<file path="src/rtl/dfe_rnd_pkg.sv">
// Shared constants for the DFE round/saturate stage: rounding-mode encodings and
// the fixed input-to-output latency.
package dfe_rnd_pkg;

    localparam logic [1:0] RND_TRUNC     = 2'd0;
    localparam logic [1:0] RND_HALF_UP   = 2'd1;
    localparam logic [1:0] RND_HALF_EVEN = 2'd2;

    localparam int unsigned RND_SATU_LAT = 3;

endpackage

</file>
<file path="src/rtl/data_rnd_satu_lane.sv">
// One channel of the round/saturate pipeline: registered rounding stage followed by a
// registered saturation stage with clamp flag.
module data_rnd_satu_lane
    import dfe_rnd_pkg::*;
#(
    parameter int DIN_WIDTH  = 33,
    parameter int FRAC_WIDTH = 16,
    parameter int DOUT_WIDTH = 16
) (
    input  logic                  clk,
    input  logic                  rst,
    input  logic                  rnd_en,
    input  logic                  sat_en,
    input  logic [DIN_WIDTH-1:0]  din,
    input  logic [1:0]            mode,
    output logic [DOUT_WIDTH-1:0] dout,
    output logic                  sat
);

    // One extra MSB so a round-up carry can never wrap.
    localparam int RW = DIN_WIDTH - FRAC_WIDTH + 1;

    logic [RW-1:0]         rnd_d, rnd_q;
    logic [DOUT_WIDTH-1:0] sat_data, dout_q;
    logic                  sat_hit, sat_q;

    generate
        if (FRAC_WIDTH == 0) begin : g_bypass
            logic unused_mode;
            assign unused_mode = ^mode;
            assign rnd_d = {din[DIN_WIDTH-1], din};
        end else begin : g_round
            localparam int EW = DIN_WIDTH + 1;
            localparam logic [EW-1:0] HALF = EW'(1) << (FRAC_WIDTH - 1);
            logic [EW-1:0] ext, bias, sum;
            logic          unused_low;

            always_comb begin
                ext = {din[DIN_WIDTH-1], din};
                case (mode)
                    RND_TRUNC:     bias = '0;
                    RND_HALF_EVEN: bias = HALF - EW'(1) + EW'(din[FRAC_WIDTH]);
                    default:       bias = HALF;
                endcase
                sum = ext + bias;
            end

            assign rnd_d      = sum[EW-1:FRAC_WIDTH];
            assign unused_low = ^sum[FRAC_WIDTH-1:0];
        end
    endgenerate

    generate
        if (RW > DOUT_WIDTH) begin : g_clamp
            logic [RW-DOUT_WIDTH:0] top;
            assign top = rnd_q[RW-1:DOUT_WIDTH-1];

            // In range only when every bit above the output sign matches it.
            always_comb begin
                sat_hit  = !((&top) || !(|top));
                sat_data = rnd_q[DOUT_WIDTH-1:0];
                if (sat_hit) begin
                    sat_data = rnd_q[RW-1] ? {1'b1, {(DOUT_WIDTH-1){1'b0}}}
                                           : {1'b0, {(DOUT_WIDTH-1){1'b1}}};
                end
            end
        end else begin : g_extend
            assign sat_data = DOUT_WIDTH'($signed(rnd_q));
            assign sat_hit  = 1'b0;
        end
    endgenerate

    always_ff @(posedge clk or posedge rst) begin
        if (rst) begin
            rnd_q  <= '0;
            dout_q <= '0;
            sat_q  <= 1'b0;
        end else begin
            if (rnd_en) begin
                rnd_q <= rnd_d;
            end
            if (sat_en) begin
                dout_q <= sat_data;
                sat_q  <= sat_hit;
            end
        end
    end

    assign dout = dout_q;
    assign sat  = sat_q;

endmodule

</file>
<file path="src/rtl/data_rnd_satu_mc.sv">
// Multi-channel round/saturate stage with shared valid and per-channel clamp flags.
// Saturation counters are built only when DATA_RND_SATU_CNT_EN is defined.
module data_rnd_satu_mc
    import dfe_rnd_pkg::*;
#(
    parameter int NCH        = 4,
    parameter int DIN_WIDTH  = 33,
    parameter int FRAC_WIDTH = 16,
    parameter int DOUT_WIDTH = 16,
    parameter int CNT_WIDTH  = 16
) (
    input  logic                      i_clk,
    input  logic                      i_rst,
    input  logic                      i_valid,
    input  logic [NCH*DIN_WIDTH-1:0]  i_data,
    input  logic [1:0]                i_rnd_mode,
    input  logic                      i_cnt_clr,
    output logic                      o_valid,
    output logic [NCH*DOUT_WIDTH-1:0] o_data,
    output logic [NCH-1:0]            o_sat_flag,
    output logic [NCH*CNT_WIDTH-1:0]  o_sat_cnt
);

    logic [NCH*DIN_WIDTH-1:0] data_q;
    logic [1:0]               mode_q;
    logic [RND_SATU_LAT-1:0]  vld_q;

    always_ff @(posedge i_clk or posedge i_rst) begin
        if (i_rst) begin
            data_q <= '0;
            mode_q <= RND_TRUNC;
            vld_q  <= '0;
        end else begin
            vld_q <= {vld_q[RND_SATU_LAT-2:0], i_valid};
            if (i_valid) begin
                data_q <= i_data;
                mode_q <= i_rnd_mode;
            end
        end
    end

    assign o_valid = vld_q[RND_SATU_LAT-1];

    for (genvar k = 0; k < NCH; k++) begin : g_lane
        data_rnd_satu_lane #(
            .DIN_WIDTH  (DIN_WIDTH),
            .FRAC_WIDTH (FRAC_WIDTH),
            .DOUT_WIDTH (DOUT_WIDTH)
        ) u_lane (
            .clk    (i_clk),
            .rst    (i_rst),
            .rnd_en (vld_q[0]),
            .sat_en (vld_q[1]),
            .din    (data_q[k*DIN_WIDTH +: DIN_WIDTH]),
            .mode   (mode_q),
            .dout   (o_data[k*DOUT_WIDTH +: DOUT_WIDTH]),
            .sat    (o_sat_flag[k])
        );
    end

`ifdef DATA_RND_SATU_CNT_EN
    logic [NCH*CNT_WIDTH-1:0] cnt_q;
    logic [NCH-1:0]           cnt_inc;

    assign cnt_inc = {NCH{o_valid}} & o_sat_flag;

    // A clear coinciding with an event restarts at 1 so that event is kept.
    always_ff @(posedge i_clk or posedge i_rst) begin
        if (i_rst) begin
            cnt_q <= '0;
        end else begin
            for (int k = 0; k < NCH; k++) begin
                if (i_cnt_clr) begin
                    cnt_q[k*CNT_WIDTH +: CNT_WIDTH] <= CNT_WIDTH'(cnt_inc[k]);
                end else if (cnt_inc[k] && (cnt_q[k*CNT_WIDTH +: CNT_WIDTH] != '1)) begin
                    cnt_q[k*CNT_WIDTH +: CNT_WIDTH] <=
                        cnt_q[k*CNT_WIDTH +: CNT_WIDTH] + CNT_WIDTH'(1);
                end
            end
        end
    end

    assign o_sat_cnt = cnt_q;
`else
    logic unused_cnt_clr;
    assign unused_cnt_clr = i_cnt_clr;
    assign o_sat_cnt      = '0;
`endif

endmodule

</file>
<file path="config.mk">
export PLATFORM = sky130hd
export DESIGN_NAME = data_rnd_satu_mc
export DESIGN_NICKNAME = d
export VERILOG_FILES = /design/src/rtl/dfe_rnd_pkg.sv /design/src/rtl/data_rnd_satu_lane.sv /design/src/rtl/data_rnd_satu_mc.sv
export SDC_FILE = /design/constraint.sdc
export NUM_CORES = 1
export LEC_CHECK = 0
export CAP_MARGIN = 30
export CORE_MARGIN = 2
export CORE_UTILIZATION = 57
export DETAILED_ROUTE_END_ITERATION = 8
export GPL_ROUTABILITY_DRIVEN = 0
export PLACE_DENSITY = 0.86
export SLEW_MARGIN = 10
export SYNTH_ARGS = -nofsm -noshare
export SYNTH_HDL_FRONTEND = slang
export SYNTH_SLANG_ARGS = --single-unit
</file>
<file path="constraint.sdc">
create_clock -name i_clk -period 19.4 [get_ports i_clk]
set_clock_uncertainty 0.05 [all_clocks]
set_input_delay 2.91 -clock i_clk [delete_from_list [all_inputs] [get_ports i_clk]]
set_output_delay 2.91 -clock i_clk [all_outputs]
set_load 0.01 [all_outputs]
</file>
==> metrics.txt <==
Slew Limit Fails 0; Final Setup Violations 0; Yosys cell types 66; f_max 223 MHz; Crit. End Element output port; crit path max-delay cell type clkdlybuf4s50_1; placed cells about 1,800; final instance area 17,400 sq um; M1 GR Usage 0.313; Slew HR 0.386; Synth Register Bits 277; compound-cell area share of the yosys netlist 0.160; first-pass GRT wire length 53.9 mm; CTS tree done; top-area cell type share of the netlist area 0.488; Final WS setup 14.92 ns; DIE AREA 26,200 sq um; First-pass DRT Iterations 5; syn avg cell area about 11 sq um; fin crit period between 4 and 5 ns; synth warn 0; crit path DAT 1.52 ns; hpwl dp 21.8 mm; worst-path maximum fanout 2; Clock Latency Late Sink 0.56 ns; final std cells w/o fill 1,877; cell area after synthesis 14,200 sq um; cells after synthesis ~1,400; Hold Path Class register to register; Nets 1,728; commonest non-fill, non-tap cell in the layout dfrtp_1; status finished, final reports clean; simple-gate share of the synthesized area 0.104; asr flop ratio synth 1.00; Post-Synth Adder-Cell Area 0.0528; most frequent cells in the layout 275 x dfrtp_1, 204 x clkdlybuf4s50_1, 128 x mux2_2, 80 x inv_1, 71 x nand2_1; Startpoint Class register; # clock sinks 277; total track usage 0.250; layout cells sized above 1 0.138; DRC Markers 0; Core Rows 57; Root Driver clkbuf_16; post-DR vias/cell roughly 6; met2 Track Usage GR 0.430; post-synth top area cell dfrtp_1; DR vias 10,900; TNS Setup 0 ns; drt total wl 32.6 mm; Num CTS Buffers 29; Max-cap violations 0; portion of netlist area occupied by mux cells 0.104; # IOs 271; CTS Hold Bufs 0; post-CTS sizing 0; WL per Instance 17.4 um; Die Wd 162 um; clock-pin slew on the worst setup and hold paths about 0.060 ns; CP delay by family, top buffers and inverters; worst-path cell chain clkdlybuf4s50_1; # port buffers 205; Final Hold Viols 0; period utilization 0.231; main combinational cell family by area after synthesis compound AO/OA/AOI/OAI gates; Overflow after GRT 0; Crit path required time around 16 ns; worst path buffer plus inverter count 1; leading post-synthesis cells by cell area dfrtp_1 49%, mux2_2 10%, ha_1 5.3%; H-tree depth 1; GR peak layer met2; dominant synthesized flop cell dfrtp_1; Final ANT Viol Nets 0; Static Leak between 7 and 8 nW; Placement Setup Slack 14.07 ns; initial antenna violation count 0; PwrDens 94.8 nW/um^2; Die Ht 162 um; Worst-Margin Slew 0.920 ns; RSZ-0062 raised after global routing no; Starting Density 0.583; antenna cells 0; Area Growth Syn to Fin 22.5%; Post-synth EDFFs 0; post-place instance area ~16,000 sq um; drt first-iter violations 756; number of global-route vias before repair 10,900; slowest stage delay, CP 0.61 ns; CTS max path bufs 3; core region area 24,400 sq um; largest net degree at the start of global routing 127; met3 GRT Util 0.0508; Setup CP Type register to output port; Post-CTS Setup Inserts 0; Worst IR Drop VDD ~0.076 mV; Post-Synth XOR/XNOR Area 0.0148; post-synthesis sequential area ratio 0.488
final timing paths:
check                                                    endpoint                             startpoint  slack (ns)  cells past startpoint
min                         g_lane[3].u_lane.rnd_q[0]$_DFFE_PP0P_  g_lane[3].u_lane.rnd_q[0]$_DFFE_PP0P_        0.44                      2
max reg2reg                g_lane[3].u_lane.rnd_q[14]$_DFFE_PP0P_                  mode_q[1]$_DFFE_PP0P_       15.67                      9
max                                                    o_data[49]   g_lane[3].u_lane.dout[1]$_DFFE_PP0P_       14.92                      1
max in group asynchronous                      vld_q[1]$_DFF_PP0_                                  i_rst       15.10                      4
min reg2reg                 g_lane[3].u_lane.rnd_q[0]$_DFFE_PP0P_  g_lane[3].u_lane.rnd_q[0]$_DFFE_PP0P_        0.44                      2
min in group asynchronous                  data_q[80]$_DFFE_PP0P_                                  i_rst        2.90                      2
layer usage:
layer  share of wire  up-vias
met5               0        -
met1            0.41     5355
met3           0.067       79
li1                -     5141
met2            0.49      373
met4           0.036        0
stage by stage:
step                hold slack [ns]   util  power [mW]
global placement              0.418  0.664        1.02
detailed placement            0.433  0.665        1.04
CTS                           0.447  0.709        1.66
global route                  0.476  0.714        1.73
floorplan                     0.302      -       0.910
finish                        0.442  0.714        1.65
layout make-up:
cell class / instances / area (sq um)
Fill cell: 1709 / 6970
Sequential cell: 277 / 6940
Multi-Input combinational cell: 916 / 6430
Timing Repair Buffer: 224 / 2250
Clock buffer: 43 / 878
Tap cell: 324 / 405
Inverter: 82 / 315
Clock inverter: 11 / 198
cells by family after synthesis:
group | Yosys count
buffers and inverters | 221
AND/OR/NAND/NOR | 292
XOR/XNOR | 24
AO/OA/AOI/OAI | 345
flip-flops | 277
adder cells (fa/ha/maj) | 60
multiplexers | 131
other | 1
flip-flops by register name, indices dropped and copies added (netlist names):
| signal | flops |
|---|---|
| g_lane.u_lane.dout | 64 |
| data_q | 132 |
| g_lane.u_lane.sat | 4 |
| vld_q | 3 |
| mode_q | 2 |
| g_lane.u_lane.rnd_q | 72 |
Yosys cell counts (8+ instances only):
| master | instances |
|---|---|
| nand3_1 | 43 |
| and3_1 | 21 |
| o211ai_1 | 65 |
| a31oi_1 | 24 |
| inv_1 | 82 |
| nor2_1 | 62 |
| buf_4 | 68 |
| clkbuf_1 | 62 |
| mux2_2 | 128 |
| o21ai_1 | 30 |
| ha_1 | 60 |
| a21oi_1 | 69 |
| o21ai_0 | 65 |
| a21o_1 | 19 |
| nor3_1 | 16 |
| dfrtp_1 | 277 |
| nand4_1 | 29 |
| and2_1 | 8 |
| xnor2_1 | 24 |
| nand2_1 | 71 |
report_power, final:
group,total [mW],internal [mW],switching (mW)
clock,0.612,0.380,0.232
combinational,0.325,0.163,0.162
sequential,0.715,0.654,0.0608
No activity file was read; power rests on OpenSTA's default activity.
